==> src/rtl/ukf_pkg.sv <==
// Shared definitions for the UKF covariance datapath: FSM encoding, error bit
// positions, word width and a counter-width helper.
package ukf_pkg;

    localparam int FP_W    = 32;
    localparam int ERR_W   = 3;
    localparam int ERR_OVF = 0;
    localparam int ERR_UNF = 1;
    localparam int ERR_TMO = 2;

    typedef enum logic [2:0] {
        ST_FLUSH = 3'd0,
        ST_IDLE  = 3'd1,
        ST_ISSUE = 3'd2,
        ST_DRAIN = 3'd3,
        ST_FIN   = 3'd4
    } state_t;

    // Bits needed to hold the values 0..max_val.
    function automatic int cnt_w(input int max_val);
        return (max_val < 1) ? 1 : $clog2(max_val + 1);
    endfunction

endpackage

==> src/rtl/diag_seq_cnt.sv <==
// Synchronous up-counter with clear, enable and a terminal-count compare.
module diag_seq_cnt #(
    parameter int W  = 4,
    parameter int TC = 0
) (
    input  logic         clock,
    input  logic         sclr,
    input  logic         clr,
    input  logic         en,
    output logic [W-1:0] cnt,
    output logic         tc
);

    always_ff @(posedge clock) begin
        if (sclr || clr) cnt <= '0;
        else if (en)     cnt <= cnt + 1'b1;
    end

    assign tc = (cnt == W'(TC));

endmodule

==> src/rtl/diag_seq.sv <==
// Streams N_ELEM operand pairs into the squared-difference unit and writes the
// returned squares, in order, into the diagonal result RAM.
module diag_seq
    import ukf_pkg::*;
#(
    parameter int N_ELEM    = 7,
    parameter int ADDR_W    = 3,
    parameter int LATENCY   = 23,
    parameter int TMO_SLACK = 4
) (
    input  logic              clock,
    input  logic              sclr,
    input  logic              start,
    output logic              busy,
    output logic              done,
    output logic [ERR_W-1:0]  err,
    output logic              rd_en,
    output logic [ADDR_W-1:0] rd_addr,
    input  logic [FP_W-1:0]   rd_data_a,
    input  logic [FP_W-1:0]   rd_data_b,
    output logic [FP_W-1:0]   data_a_sum,
    output logic [FP_W-1:0]   data_b_sum,
    output logic              data_in_flag,
    input  logic [FP_W-1:0]   result,
    input  logic              data_available,
    input  logic              overflow,
    input  logic              underflow,
    output logic              wr_en,
    output logic [ADDR_W-1:0] wr_addr,
    output logic [FP_W-1:0]   wr_data
);

    localparam int TW = cnt_w(LATENCY + TMO_SLACK);

    state_t            st, st_nxt;
    logic              iss_tc, res_full, flush_tc, tmo_tc, tmo_hit;
    logic              take, wr_take;
    logic              vld_pipe;
    logic [ADDR_W-1:0] iss_cnt;
    logic [ADDR_W:0]   res_cnt;
    logic [TW-1:0]     unused_flush_cnt, unused_tmo_cnt;

    diag_seq_cnt #(.W(ADDR_W), .TC(N_ELEM - 1)) u_iss_cnt (
        .clock(clock), .sclr(sclr),
        .clr(st != ST_ISSUE), .en(st == ST_ISSUE && !iss_tc),
        .cnt(iss_cnt), .tc(iss_tc)
    );

    // Saturates at N_ELEM so surplus results are dropped.
    diag_seq_cnt #(.W(ADDR_W + 1), .TC(N_ELEM)) u_res_cnt (
        .clock(clock), .sclr(sclr),
        .clr(st == ST_IDLE), .en(wr_take),
        .cnt(res_cnt), .tc(res_full)
    );

    diag_seq_cnt #(.W(TW), .TC(LATENCY - 1)) u_flush_cnt (
        .clock(clock), .sclr(sclr),
        .clr(st != ST_FLUSH), .en(st == ST_FLUSH),
        .cnt(unused_flush_cnt), .tc(flush_tc)
    );

    // Fires on the (LATENCY+TMO_SLACK+1)-th DRAIN cycle.
    diag_seq_cnt #(.W(TW), .TC(LATENCY + TMO_SLACK)) u_tmo_cnt (
        .clock(clock), .sclr(sclr),
        .clr(st != ST_DRAIN), .en(st == ST_DRAIN),
        .cnt(unused_tmo_cnt), .tc(tmo_tc)
    );

    assign take    = (st == ST_ISSUE || st == ST_DRAIN) && data_available;
    assign wr_take = take && !res_full;

    always_comb begin
        st_nxt  = st;
        tmo_hit = 1'b0;
        case (st)
            ST_FLUSH: if (flush_tc) st_nxt = ST_IDLE;
            ST_IDLE:  if (start)    st_nxt = ST_ISSUE;
            ST_ISSUE: if (iss_tc)   st_nxt = ST_DRAIN;
            ST_DRAIN: begin
                if (res_full) begin
                    st_nxt = ST_FIN;
                end else if (tmo_tc) begin
                    st_nxt  = ST_FIN;
                    tmo_hit = 1'b1;
                end
            end
            ST_FIN:   st_nxt = ST_IDLE;
            default:  st_nxt = ST_FLUSH;
        endcase
    end

    always_ff @(posedge clock) begin
        if (sclr) begin
            st       <= ST_FLUSH;
            vld_pipe <= 1'b0;
            err      <= '0;
            wr_en    <= 1'b0;
            wr_addr  <= '0;
            wr_data  <= '0;
        end else begin
            st       <= st_nxt;
            vld_pipe <= rd_en;
            wr_en    <= wr_take;
            if (wr_take) begin
                wr_addr <= ADDR_W'(res_cnt);
                wr_data <= result;
            end
            if (st == ST_IDLE && start) begin
                err <= '0;
            end else begin
                if (take) begin
                    err[ERR_OVF] <= err[ERR_OVF] | overflow;
                    err[ERR_UNF] <= err[ERR_UNF] | underflow;
                end
                if (tmo_hit) err[ERR_TMO] <= 1'b1;
            end
        end
    end

    assign busy    = (st != ST_IDLE);
    assign done    = (st == ST_FIN);
    assign rd_en   = (st == ST_ISSUE);
    assign rd_addr = rd_en ? iss_cnt : '0;

    // Operand RAM is registered, so its outputs line up with the delayed strobe.
    assign data_in_flag = vld_pipe;
    assign data_a_sum   = vld_pipe ? rd_data_a : '0;
    assign data_b_sum   = vld_pipe ? rd_data_b : '0;

endmodule

==> config.mk <==
export PLATFORM = sky130hd
export DESIGN_NAME = diag_seq
export DESIGN_NICKNAME = d
export VERILOG_FILES = /design/src/rtl/ukf_pkg.sv /design/src/rtl/diag_seq_cnt.sv /design/src/rtl/diag_seq.sv
export SDC_FILE = /design/constraint.sdc
export NUM_CORES = 1
export LEC_CHECK = 0
export BUFFER_PORTS_ARGS = -buffer_cell sky130_fd_sc_hd__clkbuf_2
export CAP_MARGIN = 15
export CORE_MARGIN = 2
export CORE_UTILIZATION = 40
export CTS_CLUSTER_SIZE = 40
export DETAILED_ROUTE_END_ITERATION = 7
export PLACE_DENSITY_LB_ADDON = 0.05
export SLEW_MARGIN = 40
export SYNTH_ARGS = -nofsm -noshare
export SYNTH_HDL_FRONTEND = slang
export SYNTH_SLANG_ARGS = --single-unit
==> constraint.sdc <==
create_clock -name clock -period 1.7 [get_ports clock]
set_input_delay 0.425 -clock clock [delete_from_list [all_inputs] [get_ports clock]]
set_output_delay 0.425 -clock clock [all_outputs]
set_load 0.02 [all_outputs]
# Word-level counts from Yosys, hierarchy flattened
# Cells that the tools add are included.
dict set report op_classes {
  n_addsub 4
  mul 0
  n_div 0
  order_cmp 0
  eq_ne 15
  shift 0
  muxes 12
  bitwise 2
  n_reduce_logical 15
}
# operator n
set op_table {}
lappend op_table {{$mux W32} 2}
lappend op_table {{$mux W3} 6}
lappend op_table {{$pmux W3 S5} 1}
lappend op_table {{$add A5 B1 Y5 const B} 2}
lappend op_table {{$eq A5 B5 Y1 const B} 2}
lappend op_table {{$eq A3 B2 Y1 const B} 2}
lappend op_table {{$eq A3 B3 Y1 const B} 2}
lappend op_table {{$ne A3 B2 Y1 const B} 2}
lappend op_table {{$logic_or A1 B1 Y1} 5}
lappend op_table {{$add A4 B1 Y4 const B} 1}
lappend op_table {{$eq A4 B3 Y1 const B} 1}
lappend op_table {{$logic_and A1 B1 Y1} 4}
lappend op_table {{$ne A2 B2 Y1 const B} 2}
lappend op_table {{$reduce_and A4 Y1} 1}
lappend op_table {{$add A3 B1 Y3 const B} 1}
lappend op_table {{$eq A3 B1 Y1 const B} 1}
lappend op_table {{$logic_not A3 Y1} 1}
lappend op_table {{$mux W1} 3}
lappend op_table {{$ne A3 B1 Y1 const B} 1}
lappend op_table {{$ne A3 B3 Y1 const B} 1}
lappend op_table {{$reduce_bool A3 Y1} 1}
lappend op_table {{$logic_not A1 Y1} 2}
lappend op_table {{$ne A2 B1 Y1 const B} 1}
lappend op_table {{$or A1 B1 Y1} 2}
lappend op_table {{$reduce_or A2 Y1} 1}
dict set report word_totals {
  regBits 60
  latch_bits 0
  mem_bits_rw 0
  romBits 0
  input_bits 102
  out_inout_bits 110
  elab_cells 59
  n_memories 0
}

# Logic depth before layout (Yosys ltp)
# Gate-level depths: netlist (run 1).
dict set report depth {
  word_depth 4
  mapped_depth 7
  mapped_depth_nobuf 6
}

# By module
# A second synthesis (run 1) with hierarchy kept.
dict set report hier_totals {
  cells_unflattened 356
  hier_area_um2 2919.0
}
# module n_inst cells_each area_per_inst_um2 seq_area_each_um2
set by_module_without_submodules {}
lappend by_module_without_submodules {diag_seq 1 273 2054.5 860.8}
lappend by_module_without_submodules {{diag_seq_cnt at u_flush_cnt} 1 26 267.8 100.1}
lappend by_module_without_submodules {{diag_seq_cnt at u_tmo_cnt} 1 24 249.0 100.1}
lappend by_module_without_submodules {{diag_seq_cnt at u_res_cnt} 1 19 185.2 80.1}
lappend by_module_without_submodules {{diag_seq_cnt at u_iss_cnt} 1 14 162.7 60.1}

# Worst setup path after synthesis (run 1)
# OpenSTA, ideal clock, no wires.
dict set report synth_path {
  path_type {reg2out}
  from {register st[0]}
  to {output rd_addr[1]}
  t_arrival_ns 1.163
  t_required_ns 1.275
  slack_ns 0.112
  path_stages_with_launch 4
  n_path_buf 0
  path_cell_list {dfxtp_1 > nand2b_1 > nor2_1 > and2_1}
}
dict set report synth_via {
  elab_chain_len 2
}
# item line
set synth_rtl {}
lappend synth_rtl {{start, declared} diag_seq.sv:35} ;# state_t st, st_nxt;
lappend synth_rtl {{start signal, assigned} diag_seq.sv:101} ;# st <= st_nxt;
lappend synth_rtl {{$eq A3 B2 Y1} diag_seq.sv:122} ;# assign rd_en = (st == ST_ISSUE);
lappend synth_rtl {{net rd_en} diag_seq.sv:17} ;# output logic rd_en,
lappend synth_rtl {{$mux W3} diag_seq.sv:123} ;# assign rd_addr = rd_en ? iss_cnt : '0;
lappend synth_rtl {{end, declared} diag_seq.sv:18} ;# output logic [ADDR_W-1:0] rd_addr,
# The timed path passes the listed nets, and every way through them passes these cells.

# Worst setup path after layout (run 1)
dict set report layout_path {
  from {register vld_pipe, in the netlist data_in_flag}
  to {output data_a_sum[20]}
}
dict set report layout_via {
  elab_chain_len 1
}
# item line
set layout_rtl {}
lappend layout_rtl {{start, declared} diag_seq.sv:38} ;# logic vld_pipe;
lappend layout_rtl {{start signal, assigned} diag_seq.sv:102} ;# vld_pipe <= rd_en;
lappend layout_rtl {{$mux W32} diag_seq.sv:127} ;# assign data_a_sum = vld_pipe ? rd_data_a : '0;
lappend layout_rtl {{end, declared} diag_seq.sv:21} ;# output logic [FP_W-1:0] data_a_sum,
# Every way passes these cells.

==> flow_summary.json, run 1 <==
{
  "cts_buffers": 9,
  "wire_per_inst_um": 15.2,
  "yosysMostFrequentCell": "nand2_1",
  "die_x_um": 86.7,
  "clk_latency_ps": 330,
  "hold_violations": 0,
  "period_share": 0.993,
  "synth.area.top_cells": "dfxtp_1 44%, and2_1 15%, nand2_1 10%",
  "synth_fa_ha_area_frac": 0.0274,
  "clockBufferDepth": 2,
  "min_path_type": "in -> reg",
  "whs_ps": 310,
  "synth-simple-area-share": 0.368,
  "async_flop_share": 0,
  "clk_pin_slew_ps": 60,
  "drt-initial-drc-count": 155,
  "fillCellCount": 651,
  "synth_seq_cells": 60,
  "fmax_ghz": 0.593,
  "antenna_found_initial": 0,
  "ff2ff_setup_slack_ps": 190,
  "arrival_ps": 1260,
  "critPathKind": "reg -> out",
  "status": "completed",
  "clock_sinks": 60,
  "drv_cap": 0,
  "die_area_um2": 7520,
  "slew_headroom": 0.736,
  "yosysTopAreaCell": "dfxtp_1",
  "setup_slack_ps": 12.5,
  "postCtsHoldBufs": 0,
  "synthCells": 346,
  "worstRegToRegCells": 5,
  "antenna_cells": 0,
  "cts-root-buf": "clkbuf_8",
  "synth_xor_area_frac": 0.0256,
  "utilization": 0.628,
  "nNetsFinal": 666,
  "peakVddDrop_uv": 647,
  "cp-start-kind": "register",
  "stdcell_area_um2": 4220,
  "synth_top_area_share": 0.439,
  "avgSynthCellArea_um2": 7.90,
  "synth.net_count": 454,
  "grt_pass1_vias": 2808,
  "dp_slack_ps": 130,
  "p_per_area_nw_per_um2": 941,
  "place_inst": 621,
  "gp_congestion": 0.788,
  "min_path_cells": 3,
  "final.min_clock_period_ps": 1690,
  "htreeDepth": 3,
  "worst_setup_path_end_kind": "output port",
  "ios": 212,
  "grt_max_degree": 37,
  "routed_wl_mm": 9.77,
  "rsz0062_at_grt": "true",
  "core_area_um2": 6720,
  "yosysSeqAreaShare": 0.439,
  "setup_viol": 0,
  "start_util": 0.407,
  "drc": 0,
  "groute.usage.overall": 0.251,
  "synth_top_family_by_area": "simple AND/OR/NAND/NOR gates",
  "worst_pin_slew_ps": 396,
  "synth_mux_area_frac": 0.00366,
  "grt_pass1_wl_mm": 14.3,
  "port_buffers": 211,
  "die_h_um": 86.7,
  "p_leak_nw": 2.13,
  "vias": 3093,
  "placed_area_um2": 3870,
  "timing.rr.start": "u_res_cnt.cnt[0]",
  "yosys_warnings": 0,
  "synth_edf_count": 0,
  "cts_tree": "yes",
  "viasPerCell": 4.81,
  "synth_commonest_cells": "73 x nand2_1, 67 x and2_1, 60 x dfxtp_1, 41 x a21oi_1, 28 x nor2_1",
  "final_cells": 643,
  "crit_fanout": 31,
  "drive_gt1_frac": 0.451,
  "ys.flop_type": "dfxtp_1",
  "synth_cell_type_count": 34,
  "skew_ps": 4.92,
  "overflow": 0,
  "antenna_left": 0,
  "r2r-end": "u_res_cnt.cnt[3]",
  "endpoint": "data_a_sum[20]",
  "crit_required_ps": 1270,
  "dp_hpwl_mm": 7.50,
  "drtPass1Iterations": 4,
  "synth_compound_area_frac": 0.0915,
  "final-max-slew-violation-count": 0,
  "area_growth_pct": 54.2,
  "rows": 30,
  "syn-cell-area_um2": 2740,
  "worstSetupStartpoint": "data_in_flag"
}
## worst min path at each step
stage	from	endpoint	slack [ps]
floorplan	u_tmo_cnt.cnt[0]	u_tmo_cnt.cnt[0]	420
global placement	u_tmo_cnt.cnt[0]	u_tmo_cnt.cnt[0]	430
detailed placement	u_tmo_cnt.cnt[0]	u_tmo_cnt.cnt[0]	440
CTS	result[14]	wr_data[14]	300
global route	result[8]	wr_data[8]	300
finish	result[3]	wr_data[3]	310
## metal layers
layer	wire length, µm	vias to the layer above	global-route usage
li1	-	1525	-
met4	431	0	0.146
met2	5080	134	0.449
met5	0	-	0
met3	553	29	0.0514
met1	3710	1405	0.273
## metrics by stage
stage | TNS (ps) | power (mW)
after floorplan | 0 | 2.25
after global placement | 0 | 2.63
after detailed placement | 0 | 2.65
after CTS | -58.3 | 3.93
after global routing | -104 | 4.19
final | 0 | 3.97
## power by group
part | internal (mW) | switching [mW]
clock | 0.663 | 0.527
sequential | 1.52 | 0.0979
combinational | 0.517 | 0.642
## logic make-up (layout without fill, tap and decap cells)
kind of cell    Yosys count  in the layout
compound gates           47             47
fa+ha+maj                 6              6
flops                    60             60
buf+inv                  27            244
xor+xnor                  8              8
simple gates            197            197
mux                       1              1
## worst max-delay path, stage by stage, from the launching register on
cell	delay [ps]
dfxtp_4	410
buf_16	170
and2_1	170
clkbuf_2	180
## state kept, by name, summed over array words and instances, names as in the netlist
signal,flops
wr_data,32
u_flush_cnt.cnt,5
u_tmo_cnt.cnt,5
u_res_cnt.cnt,4
err,3
st,3
u_iss_cnt.cnt,3
wr_addr,3
data_in_flag,1
wr_en,1
## cells in the final DEF, fill, tap and decap left out, types with 3 or more instances in the layout
cell type | synthesis | final
dfxtp_1 | 60 | 56
inv_1 | 5 | 5
nand2_1 | 73 | 73
xor2_1 | 4 | 4
clkbuf_8 | 0 | 9
buf_2 | 7 | 12
nand3b_1 | 3 | 3
clkinv_2 | 0 | 5
ha_1 | 6 | 6
xnor2_1 | 4 | 4
nor3_1 | 5 | 5
and2_1 | 67 | 65
clkbuf_2 | 0 | 192
nand3_1 | 5 | 5
a21oi_1 | 41 | 41
dfxtp_4 | 0 | 3
buf_4 | 1 | 10
nor2_1 | 28 | 26
buf_12 | 0 | 3
nor2_4 | 1 | 3
## timing repair
action,in CTS,in global routing
setup buffers,2,2
pin swaps,1,1
gates cloned,1,1
gates resized for setup,16,28
setup endpoints to repair,50,18
## layout make-up
cell class / instances / area (µm²) / share of cell area
multi-input cells: 259 / 1450 / 0.344
repair buffers: 223 / 1250 / 0.296
flip-flops and latches: 60 / 1210 / 0.288
clock buffers: 10 / 128 / 0.0303
well taps: 80 / 100 / 0.0237
clock inverters: 6 / 55.1 / 0.0131
inverters: 5 / 18.8 / 0.00445
No activity file was read; power rests on OpenSTA's default activity.
==> inputs of run 2 (changes only) <==
--- a/config.mk
+++ b/config.mk
@@ -5,12 +5,12 @@
 export SDC_FILE = /design/constraint.sdc
 export NUM_CORES = 1
 export LEC_CHECK = 0
-export BUFFER_PORTS_ARGS = -buffer_cell sky130_fd_sc_hd__clkbuf_2
 export CAP_MARGIN = 15
-export CORE_MARGIN = 2
-export CORE_UTILIZATION = 40
+export CORE_AREA = 2 2 82 84
 export CTS_CLUSTER_SIZE = 40
 export DETAILED_ROUTE_END_ITERATION = 7
+export DIE_AREA = 0 0 84 86
+export DONT_BUFFER_PORTS = 1
 export PLACE_DENSITY_LB_ADDON = 0.05
 export SLEW_MARGIN = 40
 export SYNTH_ARGS = -nofsm -noshare
==> flow_summary.json, run 2 (synthesis results as in run 1) <==
{
  "status": "completed",
  "fin_setup_tns_ps": 0,
  "antenna_left": 0,
  "skew_ps": 10.4,
  "netSwitchingFraction": 0.308,
  "clk_latency_ps": 330,
  "htreeDepth": 3,
  "dp_slack_ps": 158,
  "utilization": 0.522,
  "cts_tree": "yes",
  "crit_required_ps": 1270,
  "crit_fanout": 31,
  "grt_pass1_vias": 1991,
  "dp_hpwl_mm": 6.01,
  "rows": 29,
  "p_per_area_nw_per_um2": 1150,
  "antenna_found_initial": 2,
  "placed_area_um2": 2870,
  "postCtsHoldBufs": 0,
  "final-max-slew-violation-count": 0,
  "cts-root-buf": "clkbuf_8",
  "viasPerCell": 5.22,
  "p_int_mw": 2.61,
  "power_switching_mw": 1.16,
  "period_share": 0.969,
  "slew_headroom": 0.798,
  "port_buffers": 0,
  "area_growth_pct": 19.8,
  "die_x_um": 84,
  "nNetsFinal": 459,
  "drt-initial-drc-count": 111,
  "die_h_um": 86,
  "clk_pin_slew_ps": 70,
  "worst_pin_slew_ps": 305,
  "overflow": 0,
  "drtPass1Iterations": 4,
  "layout_commonest_cell": "nand2_1",
  "worstRegToRegCells": 5,
  "fillCellCount": 622,
  "min_path_cells": 1,
  "stdcell_area_um2": 3280,
  "largest_reg_flops": 32,
  "gp_congestion": 0.859,
  "top_register": "wr_data",
  "final_cell_mix": "73 x nand2_1, 56 x dfxtp_1, 41 x a21oi_1",
  "rsz0062_at_grt": "true",
  "seqPwrFrac": 0.446,
  "start_util": 0.436,
  "drive_gt1_frac": 0.270,
  "peakVddDrop_uv": 765,
  "grt_max_degree": 45,
  "clockBufferDepth": 2,
  "die_area_um2": 7220,
  "groute.usage.overall": 0.214,
  "clock_sinks": 60,
  "setup_viol": 0,
  "vias": 2270,
  "hold_violations": 0,
  "final.min_clock_period_ps": 1650,
  "place_inst": 415,
  "drc": 0,
  "drv_cap": 0,
  "wire_per_inst_um": 18.6,
  "cts_buffers": 9,
  "reg_top3": "wr_data: 32 flops, u_flush_cnt.cnt: 5 flops, u_tmo_cnt.cnt: 5 flops",
  "p_leak_nw": 1.27,
  "min_path_type": "in -> reg",
  "setup_slack_ps": 52.0,
  "cts_setup_buffers": 0,
  "critPathKind": "reg -> out",
  "fmax_ghz": 0.607,
  "power_frac_comb": 0.212,
  "power_mw": 3.77,
  "worst_setup_path_end_kind": "output port",
  "final_cells": 435,
  "grt_pass1_wl_mm": 11.5,
  "cp-start-kind": "register",
  "arrival_ps": 1220,
  "core_area_um2": 6280,
  "clock_power_share": 0.341,
  "ff2ff_setup_slack_ps": 220,
  "whs_ps": 168,
  "ios": 212,
  "routed_wl_mm": 8.08
}
run 2: power by group through the flow:
| stage | combinational, mW | clock (mW) | sequential, mW |
|---|---|---|---|
| final | 0.800 | 1.28 | 1.68 |
| after global routing | 0.880 | 1.39 | 1.70 |
| after CTS | 0.761 | 1.33 | 1.68 |
| after detailed placement | 0.700 | 0 | 1.70 |
| after global placement | 0.701 | 0 | 1.70 |
| after floorplan | 0.580 | 0 | 1.67 |
run 2: what timing repair did:
item | 4_1_cts | 5_1_grt
cloned | 2 | 0
pin swaps | 0 | 0
gates resized for setup | 10 | 78
setup endpoints to repair | 10 | 55
run 2: layout make-up:
cell class / count / area, µm² / area share
antenna: 2 / 5.00 / 0.00153
clock buffer: 12 / 155 / 0.0474
sequential: 60 / 1210 / 0.369
inverter: 5 / 18.8 / 0.00573
timing repair buffer: 16 / 208 / 0.0634
tap: 77 / 96.3 / 0.0294
multi-input combinational: 259 / 1540 / 0.469
clock inverter: 4 / 47.5 / 0.0145
run 2: worst max-delay path, cell delays in order, from the launching register on:
cell and delay (ps):
dfxtp_4 370, bufbuf_16 300, and2_2 220
run 2: metal layers:
| metal | wire (µm) | share of wire | GRT usage | vias up |
|---|---|---|---|---|
| met5 | 0 | 0 | 0 | - |
| met4 | 256 | 0.032 | 0.0909 | 0 |
| met3 | 589 | 0.073 | 0.0943 | 12 |
| met2 | 4160 | 0.51 | 0.354 | 104 |
| met1 | 3080 | 0.38 | 0.242 | 1037 |
| li1 | - | - | - | 1117 |
run 2: path summary, 6_finish.rpt:
| path | start | end |
|---|---|---|
| worst max register to register | u_res_cnt.cnt[0] | st[0] |
| worst min-delay path | sclr | st[1] |
| worst max-delay path | data_in_flag | data_a_sum[7] |
| worst min register to register | u_tmo_cnt.cnt[0] | u_tmo_cnt.cnt[0] |
